--- src/rtl/lsu_pkg.sv ---
// Shared types and helpers for the load/store unit.
// Byte-enable and alignment helpers used by the lane aligner and the FSM.
package lsu_pkg;

    typedef enum logic [1:0] {
        IDLE = 2'd0,
        REQ  = 2'd1,
        DONE = 2'd2
    } lsu_state_t;

    localparam logic [1:0] SZ_BYTE = 2'b00;
    localparam logic [1:0] SZ_HALF = 2'b01;
    localparam logic [1:0] SZ_WORD = 2'b10;

    // Size 2'b11 falls into the default branch and behaves as a word.
    function automatic logic [3:0] lane_be(input logic [1:0] size, input logic [1:0] lane);
        case (size)
            SZ_BYTE: return 4'b0001 << lane;
            SZ_HALF: return lane[1] ? 4'b1100 : 4'b0011;
            default: return 4'b1111;
        endcase
    endfunction

    function automatic logic is_misaligned(input logic [1:0] size, input logic [1:0] lane);
        case (size)
            SZ_BYTE: return 1'b0;
            SZ_HALF: return lane[0];
            default: return lane != 2'b00;
        endcase
    endfunction

endpackage

--- src/rtl/lsu_lane_align.sv ---
// Combinational lane handling: store replication and byte enables,
// load lane extraction with sign/zero extension.
module lsu_lane_align
    import lsu_pkg::*;
(
    input  logic [1:0]  st_size,
    input  logic [1:0]  st_lane,
    input  logic [31:0] st_data,
    output logic [3:0]  st_be,
    output logic [31:0] st_wdata,
    input  logic [1:0]  ld_size,
    input  logic [1:0]  ld_lane,
    input  logic        ld_unsigned,
    input  logic [31:0] rdata,
    output logic [31:0] ld_data
);

    logic [7:0]  ld_byte;
    logic [15:0] ld_half;

    always_comb begin
        st_be = lane_be(st_size, st_lane);
        case (st_size)
            SZ_BYTE: st_wdata = {4{st_data[7:0]}};
            SZ_HALF: st_wdata = {2{st_data[15:0]}};
            default: st_wdata = st_data;
        endcase
    end

    always_comb begin
        ld_byte = rdata[{ld_lane, 3'b000} +: 8];
        ld_half = ld_lane[1] ? rdata[31:16] : rdata[15:0];
        case (ld_size)
            SZ_BYTE: ld_data = {{24{~ld_unsigned & ld_byte[7]}}, ld_byte};
            SZ_HALF: ld_data = {{16{~ld_unsigned & ld_half[15]}}, ld_half};
            default: ld_data = rdata;
        endcase
    end

endmodule

--- src/rtl/load_store_unit.sv ---
// Multi-cycle load/store stage driving a req/ack data bus and stalling the core.
// Optional macro LSU_ALIGN_CHECK_EN aborts misaligned half/word accesses without a bus cycle.
module load_store_unit
    import lsu_pkg::*;
#(
    parameter int unsigned TIMEOUT_CYCLES = 255,
    parameter int unsigned ADDR_WIDTH     = 32
) (
    input  logic                  clk,
    input  logic                  rst,
    input  logic                  op_valid,
    input  logic                  op_write,
    input  logic [1:0]            op_size,
    input  logic                  op_unsigned,
    input  logic [ADDR_WIDTH-1:0] op_addr,
    input  logic [31:0]           op_wdata,
    output logic                  stall,
    output logic [31:0]           load_data,
    output logic                  load_valid,
    output logic                  err,
    output logic                  mem_req,
    output logic                  mem_we,
    output logic [ADDR_WIDTH-1:0] mem_addr,
    output logic [3:0]            mem_be,
    output logic [31:0]           mem_wdata,
    input  logic                  mem_ack,
    input  logic [31:0]           mem_rdata
);

    localparam logic [15:0] TO_LAST = 16'(TIMEOUT_CYCLES - 1);

    lsu_state_t  state, state_nx;
    logic        wr_q, uns_q, err_q;
    logic [1:0]  size_q, lane_q;
    logic [15:0] cnt;
    logic        timeout;
    logic        bad_align;
    logic [3:0]  st_be;
    logic [31:0] st_wdata, ld_ext;

    lsu_lane_align u_lane_align (
        .st_size     (op_size),
        .st_lane     (op_addr[1:0]),
        .st_data     (op_wdata),
        .st_be       (st_be),
        .st_wdata    (st_wdata),
        .ld_size     (size_q),
        .ld_lane     (lane_q),
        .ld_unsigned (uns_q),
        .rdata       (mem_rdata),
        .ld_data     (ld_ext)
    );

`ifdef LSU_ALIGN_CHECK_EN
    assign bad_align = is_misaligned(op_size, op_addr[1:0]);
`else
    assign bad_align = 1'b0;
`endif

    assign timeout = (cnt == TO_LAST);

    always_ff @(posedge clk or posedge rst) begin
        if (rst) state <= IDLE;
        else     state <= state_nx;
    end

    // An ack arriving on the timeout cycle takes priority over the abort.
    always_comb begin
        state_nx = state;
        case (state)
            IDLE:    if (op_valid) state_nx = bad_align ? DONE : REQ;
            REQ:     if (mem_ack || timeout) state_nx = DONE;
            DONE:    state_nx = IDLE;
            default: state_nx = IDLE;
        endcase
    end

    always_comb begin
        stall      = 1'b0;
        mem_req    = 1'b0;
        mem_we     = 1'b0;
        load_valid = 1'b0;
        err        = 1'b0;
        case (state)
            IDLE: stall = op_valid & ~rst;
            REQ: begin
                stall   = 1'b1;
                mem_req = 1'b1;
                mem_we  = wr_q;
            end
            DONE: begin
                load_valid = ~wr_q & ~err_q;
                err        = err_q;
            end
            default: ;
        endcase
    end

    always_ff @(posedge clk or posedge rst) begin
        if (rst) begin
            wr_q      <= 1'b0;
            uns_q     <= 1'b0;
            err_q     <= 1'b0;
            size_q    <= '0;
            lane_q    <= '0;
            cnt       <= '0;
            mem_addr  <= '0;
            mem_be    <= '0;
            mem_wdata <= '0;
            load_data <= '0;
        end else begin
            case (state)
                IDLE: if (op_valid) begin
                    wr_q      <= op_write;
                    uns_q     <= op_unsigned;
                    size_q    <= op_size;
                    lane_q    <= op_addr[1:0];
                    cnt       <= '0;
                    mem_addr  <= {op_addr[ADDR_WIDTH-1:2], 2'b00};
                    mem_be    <= st_be;
                    mem_wdata <= st_wdata;
                    err_q     <= bad_align;
                    if (bad_align) load_data <= '0;
                end
                REQ: begin
                    if (mem_ack) begin
                        if (!wr_q) load_data <= ld_ext;
                    end else if (timeout) begin
                        err_q     <= 1'b1;
                        load_data <= '0;
                    end else begin
                        cnt <= cnt + 16'd1;
                    end
                end
                default: ;
            endcase
        end
    end

endmodule

--- config.mk ---
export PLATFORM = sky130hd
export DESIGN_NAME = load_store_unit
export DESIGN_NICKNAME = d
export VERILOG_FILES = /design/src/rtl/lsu_pkg.sv /design/src/rtl/lsu_lane_align.sv /design/src/rtl/load_store_unit.sv
export SDC_FILE = /design/constraint.sdc
export NUM_CORES = 1
export LEC_CHECK = 0
export BUFFER_PORTS_ARGS = -buffer_cell sky130_fd_sc_hd__buf_2
export CORE_ASPECT_RATIO = 0.75
export CORE_UTILIZATION = 50
export DETAILED_ROUTE_END_ITERATION = 10
export PLACE_DENSITY = 0.81
export SETUP_SLACK_MARGIN = 0.3
export SLEW_MARGIN = 0
export SYNTH_ARGS = -nofsm -noshare
export SYNTH_HDL_FRONTEND = slang
export SYNTH_SLANG_ARGS = --single-unit
--- constraint.sdc ---
create_clock -name clk -period 4.5 [get_ports clk]
set_clock_uncertainty 0.15 [all_clocks]
set_input_delay 0.675 -clock clk [delete_from_list [all_inputs] [get_ports clk]]
set_output_delay 0.675 -clock clk [all_outputs]
set_load 0.02 [all_outputs]
==> flow_summary.yaml, run 1 <==
synth:
  synth_top_family_by_area: "simple AND/OR/NAND/NOR gates"
  synth-seq-cells: 123
  synth_top_area_share_pct: 53.5
  synth_common_cells: "nand2_1, dfrtp_1, nor2_1"
  syn_area_per_cell_um2: 9.09
  async_flop_share_pct: 100
  synth_compound_area_share_pct: 13.2
  synth.most_common_cell: "nand2_1"
  synth_ff_type: "dfrtp_1"
  synth_edf_count: 0
  synth_area_leaders: "dfrtp_1, nand2_1, mux2i_1"
  ys_seq_area_share_pct: 53.5
  synthAdderAreaFrac_pct: 0.435
  synth_mux_area_share_pct: 5.79
  synthSimpleGateAreaFrac_pct: 21.5
  synthXorXnorAreaFrac_pct: 1.37
  yosys.area.top_type: "dfrtp_1"
  synthDistinctLibCells: 49
  synthCells: 632
  synth_warnings: 0
  syn-cell-area_um2: 5750
placed_design:
  dp_slack_ns: 1.65
  port_buffers: 206
  dpl.cell_count: 944
  hpwl_um: 11200
  gp_congestion: 0.852
  placed_cell_area_um2: 6820
global_routing:
  first_global_vias: 5194
  grt_max_degree: 88
  antenna_found_initial: 0
  grt_pass1_wl_um: 25600
  grt_overflow: 0
  grt_usage_pct: 27.6
power_and_ir_drop:
  powerDensity_nw_per_um2: 674
  power_mw: 5.01
  leakagePower_nw: 3.89
  ir_worst_vdd_uv: 515
drt:
  drc: 0
  drtPass1Iterations: 5
  drt_iter0_drc: 430
  viasPerCell: 5.47
  wl_per_cell_um: 16.3
  ant_nets: 0
  via_count: 5341
  finalWirelength_um: 16000
cells_and_area:
  multi_input_area_um2: 2450
  n_antenna_cell: 0
  fin_nets: 929
  drive_above_1_share_pct: 31.1
  final_cell_area_um2: 7440
  area_growth_pct: 29.5
  fillCellCount: 916
  instances_no_fill: 976
  regArea_um2: 3080
  utilization_pct: 67.2
die:
  die_w_um: 126
  ios: 209
  rows: 33
  chipHeight_um: 94.9
  die_area_um2: 11900
  initial_core_util_pct: 51.9
  placeableCoreArea_um2: 11100
sta:
  rsz0062_at_grt: "false"
  tightestPinTransition_ns: 1.09
  hold_viol: 0
  fin_setup_tns_ns: 0
  setup_viol: 0
  hold_ws_ns: 0.255
  max_freq_mhz: 359
  slew_headroom_pct: 27.3
  fin_crit_sh_pct: 62.0
  slew_viol_final: 0
  worst_slack_ns: 1.71
  fin_crit_ns: 2.79
clocking:
  clockBufferDepth: 2
  clkSlewWorstSetupHoldPaths_ns: 0.06
  cts_hold_buf: 0
  clk_latency_ns: 0.40
  post_cts_buffers: 0
  htreeDepth: 4
  cts_tree: "done"
  root_buffer: "clkbuf_16"
  cts.sinks: 123
  cts_buffers: 17
  post_cts_resized: 0
worst_setup_path:
  startpoint_type: "input port"
  critical_path_arrival_ns: 1.96
  crit_fanout: 38
  path_class: "input port to output pin"
  cp.required_ns: 3.67
  crit_path_end_kind: "output pin"
status:
  status: "finished, final reports clean"
job:
  max_cap_violations: 0
min_path:
  hold_path_class: "input port to async pin"
per-layer routing:
metal / GRT usage (%) / part of all wire, %
met1: 34.3 / 43
met2: 46.4 / 48
met4: 7.33 / 0.80
met5: 0 / 0
met3: 9.24 / 7.7
flip-flops by register name (all words and copies together) (netlist names):
name,flops
wr_q,1
lane_q,2
mem_be,4
mem_addr,30
mem_wdata,32
load_data,32
uns_q,1
size_q,2
err_q,1
cnt,16
state,2
worst paths after layout:
| check | slack, ns | depth (start not counted) | from | to |
|---|---|---|---|---|
| max | 1.71 | 5 | rst | stall |
| min | 0.26 | 2 | rst | mem_addr[5]$_DFFE_PP0P_ |
| max reg2reg | 1.72 | 4 | lane_q[1]$_DFFE_PP0P_ | load_data[20]$_DFFE_PP0P_ |
| min reg2reg | 0.32 | 2 | mem_addr[30]$_DFFE_PP0P_ | mem_addr[30]$_DFFE_PP0P_ |
| max in group asynchronous | 2.38 | 3 | rst | load_data[14]$_DFFE_PP0P_ |
| min in group clk | 0.30 | 3 | op_addr[30] | mem_addr[30]$_DFFE_PP0P_ |
critical path: stages:
cell and delay [ns]:
buf_2 0.10, clkinvlp_4 0.62, a21oi_1 0.34, nor2_1 0.05, buf_2 0.17
cell type report:
cell class                 instances  share of cell area, %
clock inverter                    13                   2.25
sequential                       123                   41.4
inverter                          10                  0.555
clock buffer                      19                   6.09
tap                              140                   2.35
multi-input combinational        459                   32.9
timing repair buffer             212                   14.5
kinds of logic (layout without fill, tap and decap cells):
kind of cell / count (synthesis) / count (layout)
and+or+nand+nor: 289 / 289
AOI/OAI and AO/OA: 124 / 124
DFF: 123 / 123
buffers and inverters: 51 / 254
muxes: 33 / 33
xor gates and xnor gates: 9 / 9
adders and majority gates: 2 / 2
other: 1 / 2
placed cells by master (no fill, tap or decap), types with 3 or more instances in the layout:
cell type	n
or3_1	6
a31oi_1	3
o22ai_2	5
buf_2	206
mux2i_1	31
nand4_1	4
xor2_1	9
o21ai_0	35
dfrtp_1	123
bufinv_16	3
nand2b_1	5
clkbuf_16	17
inv_1	8
buf_4	6
o22ai_1	41
nor3b_1	7
nand3_1	7
nor2b_1	8
clkinv_4	3
a21oi_1	25
nand2_1	193
nor2_1	44
clkinvlp_4	6
power breakdown:
group	switching, mW	leakage, nW	internal (mW)
sequential	0.284	1.55	1.50
combinational	1.19	2.05	0.621
clock	0.513	0.288	0.903
total	1.99	3.89	3.03
Note: power is estimated with default switching activity, not from simulation.
==> inputs of run 2 (changes only) <==
--- a/config.mk
+++ b/config.mk
@@ -5,9 +5,10 @@
 export SDC_FILE = /design/constraint.sdc
 export NUM_CORES = 1
 export LEC_CHECK = 0
+export ABC_AREA = 1
 export BUFFER_PORTS_ARGS = -buffer_cell sky130_fd_sc_hd__buf_2
 export CORE_ASPECT_RATIO = 0.75
-export CORE_UTILIZATION = 50
+export CORE_UTILIZATION = 51
 export DETAILED_ROUTE_END_ITERATION = 10
 export PLACE_DENSITY = 0.81
 export SETUP_SLACK_MARGIN = 0.3
==> constraint.sdc (replaced) <==
create_clock -name clk -period 2.9 [get_ports clk]
set_clock_uncertainty 0.15 [all_clocks]
set_input_delay 0.435 -clock clk [delete_from_list [all_inputs] [get_ports clk]]
set_output_delay 0.435 -clock clk [all_outputs]
set_load 0.02 [all_outputs]
==> flow_summary.yaml, run 2 <==
worst_setup_path:
  critical_path_arrival_ns: 2.35
  startpoint_type: "flip-flop"
  cp.required_ns: 3.05
  crit_chain: "inv_1 -> nand2_1 -> nand2_1 -> nand2_2 -> nand2_2 -> nand2_4 -> nand3_4 -> nand3_1 -> nand2_1"
  crit_fanout: 22
  crit_path_end_kind: "flip-flop"
  slowest_delay_ns: 0.72
  path_class: "flip-flop to flip-flop"
  r2r_slack_ns: 0.70
  slowest_stage: "dfrtp_1"
  crit_top_cell: "nand2_1"
die:
  chipHeight_um: 96.8
  placeableCoreArea_um2: 11600
  die_w_um: 128
  initial_core_util_pct: 52.6
  ios: 209
  die_area_um2: 12400
  rows: 34
placed_design:
  hpwl_um: 12100
  dp_slack_ns: 0.721
  dpl.cell_count: 1155
  placed_cell_area_um2: 7220
  gp_congestion: 0.954
  port_buffers: 206
synth:
  syn-cell-area_um2: 6110
  synthCells: 816
  synth_top_area_share_pct: 50.4
  synthDistinctLibCells: 34
  synth_area_leaders: "dfrtp_1, nand2_1, nor2_1"
  synth-seq-cells: 123
  ys_seq_area_share_pct: 50.4
  syn_area_per_cell_um2: 7.49
  synth_common_cells: "nand2_1, dfrtp_1, nor2_1"
  synth_ff_type: "dfrtp_1"
  synth.most_common_cell: "nand2_1"
  synth_warnings: 0
  async_flop_share_pct: 100
  synth_edf_count: 0
  yosys.area.top_type: "dfrtp_1"
drt:
  via_count: 6125
  drt_iter0_drc: 522
  ant_nets: 0
  finalWirelength_um: 17000
  wl_per_cell_um: 14.3
  drc: 0
  viasPerCell: 5.15
  drtPass1Iterations: 6
power_and_ir_drop:
  leakagePower_nw: 4.25
  ir_worst_vdd_uv: 679
  powerDensity_nw_per_um2: 1040
clocking:
  clockBufferDepth: 2
  clkSlewWorstSetupHoldPaths_ns: 0.06
  cts.sinks: 123
  clk_latency_ns: 0.41
  cts_buffers: 17
  cts_tree: "done"
  root_buffer: "clkbuf_16"
  post_cts_buffers: 0
  cts_hold_buf: 0
  post_cts_resized: 0
  htreeDepth: 4
cells_and_area:
  area_growth_pct: 28.5
  utilization_pct: 67.6
  fillCellCount: 994
  final_cell_mix: "nand2_1, buf_2, dfrtp_1"
  fin_nets: 1118
  regArea_um2: 3080
  reg_top3: "load_data: 32 flops, mem_wdata: 32 flops, mem_addr: 30 flops"
  final_cell_area_um2: 7850
  multi_input_area_um2: 2670
  drive_above_1_share_pct: 26.7
  instances_no_fill: 1189
  layout_commonest_cell: "nand2_1"
status:
  status: "finished, final reports clean"
sta:
  slew_viol_final: 0
  fin_crit_ns: 2.20
  hold_viol: 0
  worst_slack_ns: 0.698
  slew_headroom_pct: 53.8
  tightestPinTransition_ns: 0.694
  setup_viol: 0
  rsz0062_at_grt: "false"
  max_freq_mhz: 454
  fin_crit_sh_pct: 75.9
global_routing:
  grt_pass1_wl_um: 28200
  antenna_found_initial: 0
  grt_max_degree: 124
  grt_usage_pct: 28.7
  grt_overflow: 0
  first_global_vias: 5847
min_path:
  hold_path_class: "input port to async pin"
job:
  max_cap_violations: 0
run 2: final timing paths:
kind	depth (start not counted)	startpoint	endpoint
max reg2reg	9	lane_q[1]$_DFFE_PP0P_	load_data[16]$_DFFE_PP0P_
min reg2reg	2	load_data[2]$_DFFE_PP0P_	load_data[2]$_DFFE_PP0P_
max	9	lane_q[1]$_DFFE_PP0P_	load_data[16]$_DFFE_PP0P_
max in group asynchronous	3	rst	load_data[2]$_DFFE_PP0P_
min in group clk	3	op_addr[18]	mem_addr[18]$_DFFE_PP0P_
min	3	rst	cnt[1]$_DFFE_PP0P_
run 2: area by class of cell:
class                   instances  area share [%]
clock inverters                12            2.06
flip-flops and latches        123            39.2
inverters                      42            2.09
clock buffers                  20            5.94
repair buffers                212            14.0
diodes                          2          0.0637
well taps                     162            2.58
multi-input cells             616            34.0
run 2: cell families (layout without fill, tap and decap cells):
| family | count (synthesis) | count (layout) | share of synthesized area, % |
|---|---|---|---|
| flops | 123 | 123 | 50.4 |
| xor+xnor | 3 | 3 | 0.430 |
| other cells | 1 | 4 | 0.0614 |
| simple gates | 509 | 509 | 33.9 |
| buf+inv | 78 | 286 | 6.02 |
| fa+ha+maj | 2 | 2 | 0.409 |
| compound gates | 100 | 100 | 8.78 |
run 2: where the power goes:
group	internal [mW]	leakage (nW)	switching, mW	total [mW]
Sequential	2.35	1.53	0.443	2.80
Combinational	0.997	2.43	2.12	3.12
Clock	1.43	0.300	0.797	2.23
Total	4.78	4.25	3.36	8.14
run 2: worst max-delay path, delay by kind of cell, from the launching register on:
kind                   cells  cell delay, ns
and+or+nand+nor            8            0.88
buffers and inverters      1            0.33
DFF                        1            0.72
run 2: metrics by stage:
step,hold slack (ns),TNS [ns],power [mW]
2_1_floorplan,0.303,-0.358,4.87
3_3_place_gp,0.302,0,5.85
3_5_place_dp,0.305,0,5.90
4_1_cts,0.0550,0,8.17
5_1_grt,0.0584,0,8.63
6_report,0.0608,0,8.14
run 2: layer usage:
metal  GRT usage, %  share of wire [%]  wire length [um]
met1           40.0                 45              7750
met3           7.91                8.0              1360
met2           44.1                 45              7700
met5              0                  0                 0
met4           7.96                1.4               235
==> inputs of run 3 (changes only) <==
==> constraint.sdc (replaced) <==
create_clock -name clk -period 2.07 [get_ports clk]
set_clock_uncertainty 0.15 [all_clocks]
set_input_delay 0.3105 -clock clk [delete_from_list [all_inputs] [get_ports clk]]
set_output_delay 0.3105 -clock clk [all_outputs]
set_load 0.02 [all_outputs]
==> flow_summary.yaml, run 3 (synthesis results as in run 2) <==
worst_setup_path:
  r2r_cells: 9
  crit_end: "load_valid"
  crit_path_end_kind: "output pin"
  crit_fanout: 5
  startpoint_type: "flip-flop"
  startpoint: "state[0]$_DFFE_PP0P_"
  cp.required_ns: 1.61
  r2r_start: "cnt[0]$_DFFE_PP0P_"
  path_class: "flip-flop to output pin"
  worstReg2RegEnd: "cnt[11]$_DFFE_PP0P_"
  r2r_slack_ns: 0.36
  critical_path_arrival_ns: 1.33
job:
  max_cap_violations: 0
global_routing:
  grt_max_degree: 124
  antenna_found_initial: 0
  grt_usage_pct: 32.1
  first_global_vias: 6397
  grt_overflow: 0
  grt_pass1_wl_um: 31100
cells_and_area:
  instances_no_fill: 1257
  fin_nets: 1188
  final_cell_mix: "nand2_1, buf_2, dfrtp_1"
  area_growth_pct: 39.9
  layout_commonest_cell: "nand2_1"
  drive_above_1_share_pct: 27.8
  utilization_pct: 73.6
  reg_top3: "load_data: 32 flops, mem_wdata: 32 flops, mem_addr: 30 flops"
drt:
  wl_per_cell_um: 15.6
  ant_nets: 0
  drtPass1Iterations: 5
  drt_iter0_drc: 595
  via_count: 6602
  viasPerCell: 5.25
  finalWirelength_um: 19600
  drc: 0
sta:
  worst_slack_ns: 0.275
  rsz0062_at_grt: "true"
  hold_ws_ns: 0.000346
  max_freq_mhz: 557
  slew_viol_final: 0
  fin_setup_tns_ns: 0
  hold_viol: 0
  fin_crit_sh_pct: 86.7
  fin_crit_ns: 1.79
  slew_headroom_pct: 56.4
  tightestPinTransition_ns: 0.653
  setup_viol: 0
power_and_ir_drop:
  leakagePower_nw: 4.56
  ir_worst_vdd_uv: 808
  powerDensity_nw_per_um2: 1380
clocking:
  clockBufferDepth: 2
  cts.sinks: 123
  root_buffer: "clkbuf_16"
  cts_tree: "done"
  cts_buffers: 17
  clkSlewWorstSetupHoldPaths_ns: 0.06
  clk_latency_ns: 0.42
  htreeDepth: 4
placed_design:
  hpwl_um: 12000
  dpl.cell_count: 1168
  port_buffers: 206
  dp_slack_ns: 0.204
  gp_congestion: 0.898
die:
  rows: 34
  die_area_um2: 12400
  die_w_um: 128
  placeableCoreArea_um2: 11600
  initial_core_util_pct: 52.6
  ios: 209
  chipHeight_um: 96.8
status:
  status: "finished, final reports clean"
min_path:
  holdPathStages: 3
  hold_path_class: "input port to flip-flop"
run 3: final cells by class:
| cell class | instances | area (um2) |
|---|---|---|
| Timing Repair Buffer | 281 | 1780 |
| Antenna cell | 1 | 2.50 |
| Tap cell | 162 | 203 |
| Inverter | 42 | 171 |
| Clock inverter | 12 | 165 |
| Sequential cell | 123 | 3080 |
| Multi-Input combinational cell | 617 | 2710 |
| Clock buffer | 19 | 443 |
| Fill cell | 843 | 3060 |
run 3: worst max-delay path, stage by stage, from the launching register on:
cell and delay [ns]:
dfrtp_2 0.44, nor4_1 0.26, buf_2 0.21
run 3: routing by layer:
metal	part of all wire, %	wire length [um]	global-route usage [%]	vias up
met5	0	0	0	-
met4	3.0	584	13.5	0
met3	9.4	1850	9.02	63
met2	46	9000	50.3	348
met1	42	8160	41.7	3079
li1	-	-	-	3112
run 3: power by group:
part / leakage (nW) / internal, mW / switching, mW / total (mW)
Clock: 0.286 / 1.93 / 1.13 / 3.06
Sequential: 1.52 / 3.30 / 0.573 / 3.87
Combinational: 2.75 / 1.64 / 3.23 / 4.88
run 3: what timing repair did:
item                                    4_1_cts  5_1_grt
endpoints found under the hold margin        49        0
hold buffers                                 49        0
setup buffers                                 2        4
endpoints found under the setup margin       18       72
gates resized for setup                       8       15
pin swaps                                     1        4
cloned                                        0        2
run 3: how the worst min path moves through the flow:
stage                              from                        end
6_report                   op_wdata[22]  mem_wdata[22]$_DFFE_PP0P_
5_1_grt                    op_wdata[22]  mem_wdata[22]$_DFFE_PP0P_
4_1_cts                    op_wdata[14]  mem_wdata[14]$_DFFE_PP0P_
3_5_place_dp   load_data[7]$_DFFE_PP0P_   load_data[7]$_DFFE_PP0P_
3_3_place_gp   load_data[2]$_DFFE_PP0P_   load_data[2]$_DFFE_PP0P_
2_1_floorplan               op_addr[10]   mem_addr[10]$_DFFE_PP0P_
run 3: metrics by stage:
step           power, mW  area (um2)
4_1_cts             11.6        8450
3_5_place_dp        8.38        7320
2_1_floorplan       6.82        6120
6_report            11.8        8550
3_3_place_gp        8.29        7320
5_1_grt             12.4        8550
